--- src/rtl/control_unit.sv ---
// Start/halt sequencer and instruction decoder for the microc datapath.
// Optional feature macro: CONTROL_UNIT_SINGLE_STEP_EN adds a `step` input that gates execution.
module control_unit #(
    parameter int CNT_W = 16
) (
    input  logic             clk,
    input  logic             reset,
    input  logic             start,
`ifdef CONTROL_UNIT_SINGLE_STEP_EN
    input  logic             step,
`endif
    input  logic [5:0]       opcode,
    input  logic             z,
    output logic             s_inc,
    output logic             s_inm,
    output logic             we3,
    output logic [2:0]       op,
    output logic             pc_we,
    output logic             halted,
    output logic             busy,
    output logic [CNT_W-1:0] instr_count
);

    typedef enum logic [1:0] {
        ST_IDLE = 2'd0,
        ST_EXEC = 2'd1,
        ST_HALT = 2'd2
    } state_t;

    typedef struct packed {
        logic       s_inc;
        logic       s_inm;
        logic       we3;
        logic [2:0] op;
        logic       pc_we;
    } ctrl_t;

    localparam logic [5:0] OPC_LI   = 6'b100000;
    localparam logic [5:0] OPC_J    = 6'b110000;
    localparam logic [5:0] OPC_JZ   = 6'b110001;
    localparam logic [5:0] OPC_JNZ  = 6'b110010;
    localparam logic [5:0] OPC_HALT = 6'b111111;

    // Word driven whenever the core must not advance or write anything.
    localparam ctrl_t SAFE_WORD = '{s_inc: 1'b1, s_inm: 1'b0, we3: 1'b0, op: 3'b000, pc_we: 1'b0};

    state_t           state_reg, state_next;
    logic             zf_reg, zf_next;
    logic [CNT_W-1:0] cnt_reg, cnt_next;
    logic             exec_en;
    ctrl_t            dec_word;
    ctrl_t            ctrl_word;
    logic             dec_is_alu;
    logic             dec_is_halt;

`ifdef CONTROL_UNIT_SINGLE_STEP_EN
    assign exec_en = (state_reg == ST_EXEC) && step;
`else
    assign exec_en = (state_reg == ST_EXEC);
`endif

    // State register
    always_ff @(posedge clk or negedge reset) begin
        if (!reset) begin
            state_reg <= ST_IDLE;
            zf_reg    <= 1'b0;
            cnt_reg   <= '0;
        end else begin
            state_reg <= state_next;
            zf_reg    <= zf_next;
            cnt_reg   <= cnt_next;
        end
    end

    // Instruction decode, independent of state
    always_comb begin
        dec_word    = SAFE_WORD;
        dec_is_alu  = 1'b0;
        dec_is_halt = 1'b0;
        if (!opcode[5]) begin
            dec_is_alu     = 1'b1;
            dec_word.op    = opcode[4:2];
            dec_word.s_inm = 1'b0;
            dec_word.we3   = 1'b1;
            dec_word.s_inc = 1'b1;
            dec_word.pc_we = 1'b1;
        end else begin
            case (opcode)
                OPC_LI: begin
                    dec_word.op    = 3'b000;
                    dec_word.s_inm = 1'b1;
                    dec_word.we3   = 1'b1;
                    dec_word.s_inc = 1'b1;
                    dec_word.pc_we = 1'b1;
                end
                OPC_J: begin
                    dec_word.s_inc = 1'b0;
                    dec_word.pc_we = 1'b1;
                end
                OPC_JZ: begin
                    dec_word.s_inc = ~zf_reg;
                    dec_word.pc_we = 1'b1;
                end
                OPC_JNZ: begin
                    dec_word.s_inc = zf_reg;
                    dec_word.pc_we = 1'b1;
                end
                OPC_HALT: begin
                    dec_is_halt = 1'b1;
                end
                default: begin
                    dec_word.s_inc = 1'b1;
                    dec_word.pc_we = 1'b1;
                end
            endcase
        end
    end

    // Next-state logic
    always_comb begin
        state_next = state_reg;
        case (state_reg)
            ST_IDLE: if (start) state_next = ST_EXEC;
            ST_EXEC: if (exec_en && dec_is_halt) state_next = ST_HALT;
            ST_HALT: state_next = ST_HALT;
            default: state_next = ST_IDLE;
        endcase
    end

    // The flag follows only ALU results so JZ/JNZ test the latest ALU op.
    always_comb begin
        zf_next  = zf_reg;
        cnt_next = cnt_reg;
        if (exec_en) begin
            if (dec_is_alu)
                zf_next = z;
            if (cnt_reg != {CNT_W{1'b1}})
                cnt_next = cnt_reg + 1'b1;
        end
    end

    // Output logic; reset forces IDLE asynchronously, so the safe word appears at once.
    always_comb begin
        ctrl_word = SAFE_WORD;
        if (exec_en)
            ctrl_word = dec_word;
    end

    assign s_inc       = ctrl_word.s_inc;
    assign s_inm       = ctrl_word.s_inm;
    assign we3         = ctrl_word.we3;
    assign op          = ctrl_word.op;
    assign pc_we       = ctrl_word.pc_we;
    assign halted      = (state_reg == ST_HALT);
    assign busy        = (state_reg == ST_EXEC);
    assign instr_count = cnt_reg;

endmodule
--- config.mk ---
export PLATFORM = sky130hd
export DESIGN_NAME = control_unit
export DESIGN_NICKNAME = d
export VERILOG_FILES = /design/src/rtl/control_unit.sv
export SDC_FILE = /design/constraint.sdc
export NUM_CORES = 1
export LEC_CHECK = 0
export ABC_AREA = 1
export CORE_UTILIZATION = 48
export CTS_CLUSTER_DIAMETER = 150
export DETAILED_ROUTE_END_ITERATION = 8
export MAX_ROUTING_LAYER = met4
export PLACE_DENSITY = 0.76
export SLEW_MARGIN = 20
export SYNTH_ARGS = -nofsm -noshare
export SYNTH_HDL_FRONTEND = slang
export SYNTH_SLANG_ARGS = --single-unit
export TNS_END_PERCENT = 10
--- constraint.sdc ---
create_clock -name clk -period 1.85 [get_ports clk]
set_input_delay 0.2775 -clock clk [delete_from_list [all_inputs] [get_ports clk]]
set_output_delay 0.2775 -clock clk [all_outputs]
set_load 0.01 [all_outputs]
==> summary.txt <==
Synth
  • Sequential-to-total area share from yosys stat: 35.75%
  • Cell taking the most area after synthesis: dfrtp_1
  • Synth area leaders: dfrtp_1 (36%), nand2_1 (23%), inv_1 (7.1%), nor2_1 (5.9%), nand3_1 (4.9%)
  • Number of unique standard cell types used by synthesis: 19
  • Most common cell in the netlist: nand2_1
  • Synth cell count leaders: nand2_1 (81), inv_1 (25), nor2_1 (21)
  • Mapped Cells: 199
  • Syn nets: 213
  • Post-synth EDFFs: 0
  • Yosys warning total: 0
  • Share of Yosys cell area claimed by the top area cell type: 35.75%
  • Register bit count reported by yosys: 19
  • Synthesized area per cell: 6.684 sq um
  • FFs w/ async S/R, synth: 100.0%
  • Synth Cell Area: 0.001330 sq mm
  • Primary FF master, synth: dfrtp_1

Global routing
  • Largest net degree at the start of global routing: 20
  • Initial antenna violation count: 0
  • GRT Util Overall: 25.76%
  • Remaining Overflow, GRT: 0
  • Vias in the first global route: 1286
  • First-pass GRT wire length: 5361 microns

Timing
  • Tcrit/Tclk final: 96.83%
  • Final Setup Violations: 0
  • Worst Tran Pin Value: 274.2 ps
  • Fin crit period: 1791 ps
  • FMAX: 0.5582 GHz
  • Max Slew Vio Count: 0
  • Slew headroom: 81.65%
  • RSZ-0062 raised after global routing: yes
  • Max Clock Skew: 26.02 ps
  • Final Hold Viols: 0

Route
  • Wirelength, routed: 3389 microns
  • First-pass DRT Iterations: 4
  • # DRC: 0
  • Drt wl/cell: 12.28 microns
  • Initial DRC count: 45
  • Routed vias: 1403
  • Number of routed nets with antenna violations: 0
  • Vias per cell: 5.083

Worst setup path
  • Worst Path Required: 1570 ps
  • Critical path fanouts, max: 3
  • Critical path arrival: 1510 ps
  • Element type at the critical path end: output pin
  • Startpoint type of the worst setup path: primary input
  • Crit path from: opcode[5]
  • WS Path Type: in -> out
  • Worst r2r src: instr_count[1]

CTS
  • CTS Root Cell: clkbuf_4
  • Clk pin slew, worst setup/hold paths: 130 ps
  • Clock Sinks: 19
  • Longest Clk Path Bufs: 2
  • CTS hold repair buffers: 0
  • TritonCTS clock tree: done
  • Clock buffer count from CTS: 3
  • H-tree depth: 1
  • Worst-Skew Late Latency: 320 ps

Floorplanning
  • Io pins: 35
  • Core ar.: 0.002545 sq mm
  • DIE WIDTH: 54.64 microns
  • Die Y-Extent: 54.64 microns
  • Die area: 0.002986 sq mm
  • Number of cell rows: 18
  • Starting density of the core: 52.26%

Power and ir drop
  • P per Cell Area: 903.6 mW/mm^2
  • P_leak: 0.0008890 uW
  • Maximum vdd ir drop: 0.8516 mV

Status
  • Status: complete, no violations

Placed design
  • PortBufs: 34
  • Post-Place Cells: 272
  • Hpwl dp: 2562 microns
  • RePlAce Congestion: 0.8607

Finish
  • Utilization after layout: 70.85%
  • P&R area growth vs syn: 35.56%
  • Layout cells sized above 1: 14.23%
  • Ant. Diodes: 0
  • Max FFs per register: 16
  • Final Non-Filler Cells: 276
  • Nets@finish: 261

Flow run
  • Max cap viols: 0

Hold path
  • Hold crit path type: in -> async
per-stage QoR:
stage | power, uW | setup TNS, ps | instance area (sq um) | hold WS (ps) | setup slack, ps
after floorplan | 1027 | 0 | 1330 | -18.09 | 335.8
after global placement | 1392 | -505.6 | 1768 | 484.4 | -177.2
after detailed placement | 1424 | -744.5 | 1768 | 494.6 | -261.8
after CTS | 1643 | 0 | 1799 | 295.9 | 19.79
after global routing | 1755 | -19.18 | 1803 | 337.4 | -19.18
final | 1629 | 0 | 1803 | 284.2 | 58.58
cell usage in the layout, fill, tap and decap left out, types with 3 or more instances in the layout:
master	Yosys	final
dlygate4sd2_1	0	6
clkbuf_4	0	3
clkdlybuf4s50_1	0	25
xor2_1	3	3
nor2_4	3	3
nor2_2	4	4
inv_1	25	24
nand4_1	8	8
dfrtp_1	19	19
buf_4	0	11
ha_1	4	3
nand3_1	13	13
nand2_2	6	6
nor2_1	21	21
nand2_1	81	81
timing repair:
item	in CTS	in global routing
setup endpoints to repair	8	4
buffers inserted	0	0
pin swaps	0	1
gates cloned	0	0
resized for setup	15	4
per-layer routing:
| layer | vias to the layer above | wire length [microns] | part of all wire [%] | GRT usage [%] |
|---|---|---|---|---|
| met5 | - | 0 | 0 | - |
| met2 | 40 | 1663 | 49 | 41.16 |
| met1 | 647 | 1548 | 46 | 31.87 |
| li1 | 708 | - | - | - |
| met4 | 0 | 46 | 1.4 | 11.54 |
| met3 | 8 | 130 | 3.8 | 3.611 |
worst max-delay path: stages:
cell and delay, ps:
clkdlybuf4s50_1 510, nand2_1 90, nor2_1 130, nand2_1 90, nand2_1 90, inv_1 50, dlygate4sd2_1 280
report_power, final:
group	total, uW	switching, uW	internal [uW]	leakage [uW]
combinational	823	430	394	0.000617
sequential	588	93.6	494	0.000255
clock	218	137	80.8	0.0000177
layout make-up:
type	count	area (sq um)
Clock buffer	3	22.52
Clock inverter	1	5.005
Fill cell	219	742.0
Inverter	25	93.84
Multi-Input combinational cell	153	760.7
Sequential cell	19	475.5
Tap cell	30	37.54
Timing Repair Buffer	45	407.9
logic make-up (layout without fill, tap and decap cells):
group / count (synthesis) / count (layout) / synth area share, %
and+or+nand+nor: 140 / 140 / 46.47
buffers and inverters: 27 / 74 / 8.749
DFF: 19 / 19 / 35.75
xor gates and xnor gates: 5 / 5 / 3.293
adders and majority gates: 4 / 4 / 3.763
AOI/OAI and AO/OA: 3 / 3 / 1.129
muxes: 1 / 1 / 0.8466
path summary, 6_finish.rpt:
| kind | endpoint | slack [ps] | cells past startpoint |
|---|---|---|---|
| hold reg to reg | state_reg[1] | 540 | 2 |
| setup / recovery | pc_we | 60 | 7 |
| setup reg to reg | instr_count[10] | 370 | 9 |
| min in group clk | state_reg[1] | 540 | 2 |
| hold / removal | instr_count[4] | 280 | 2 |
| max in group asynchronous | instr_count[1] | 1330 | 2 |
Note: power is estimated with default switching activity, not from simulation.
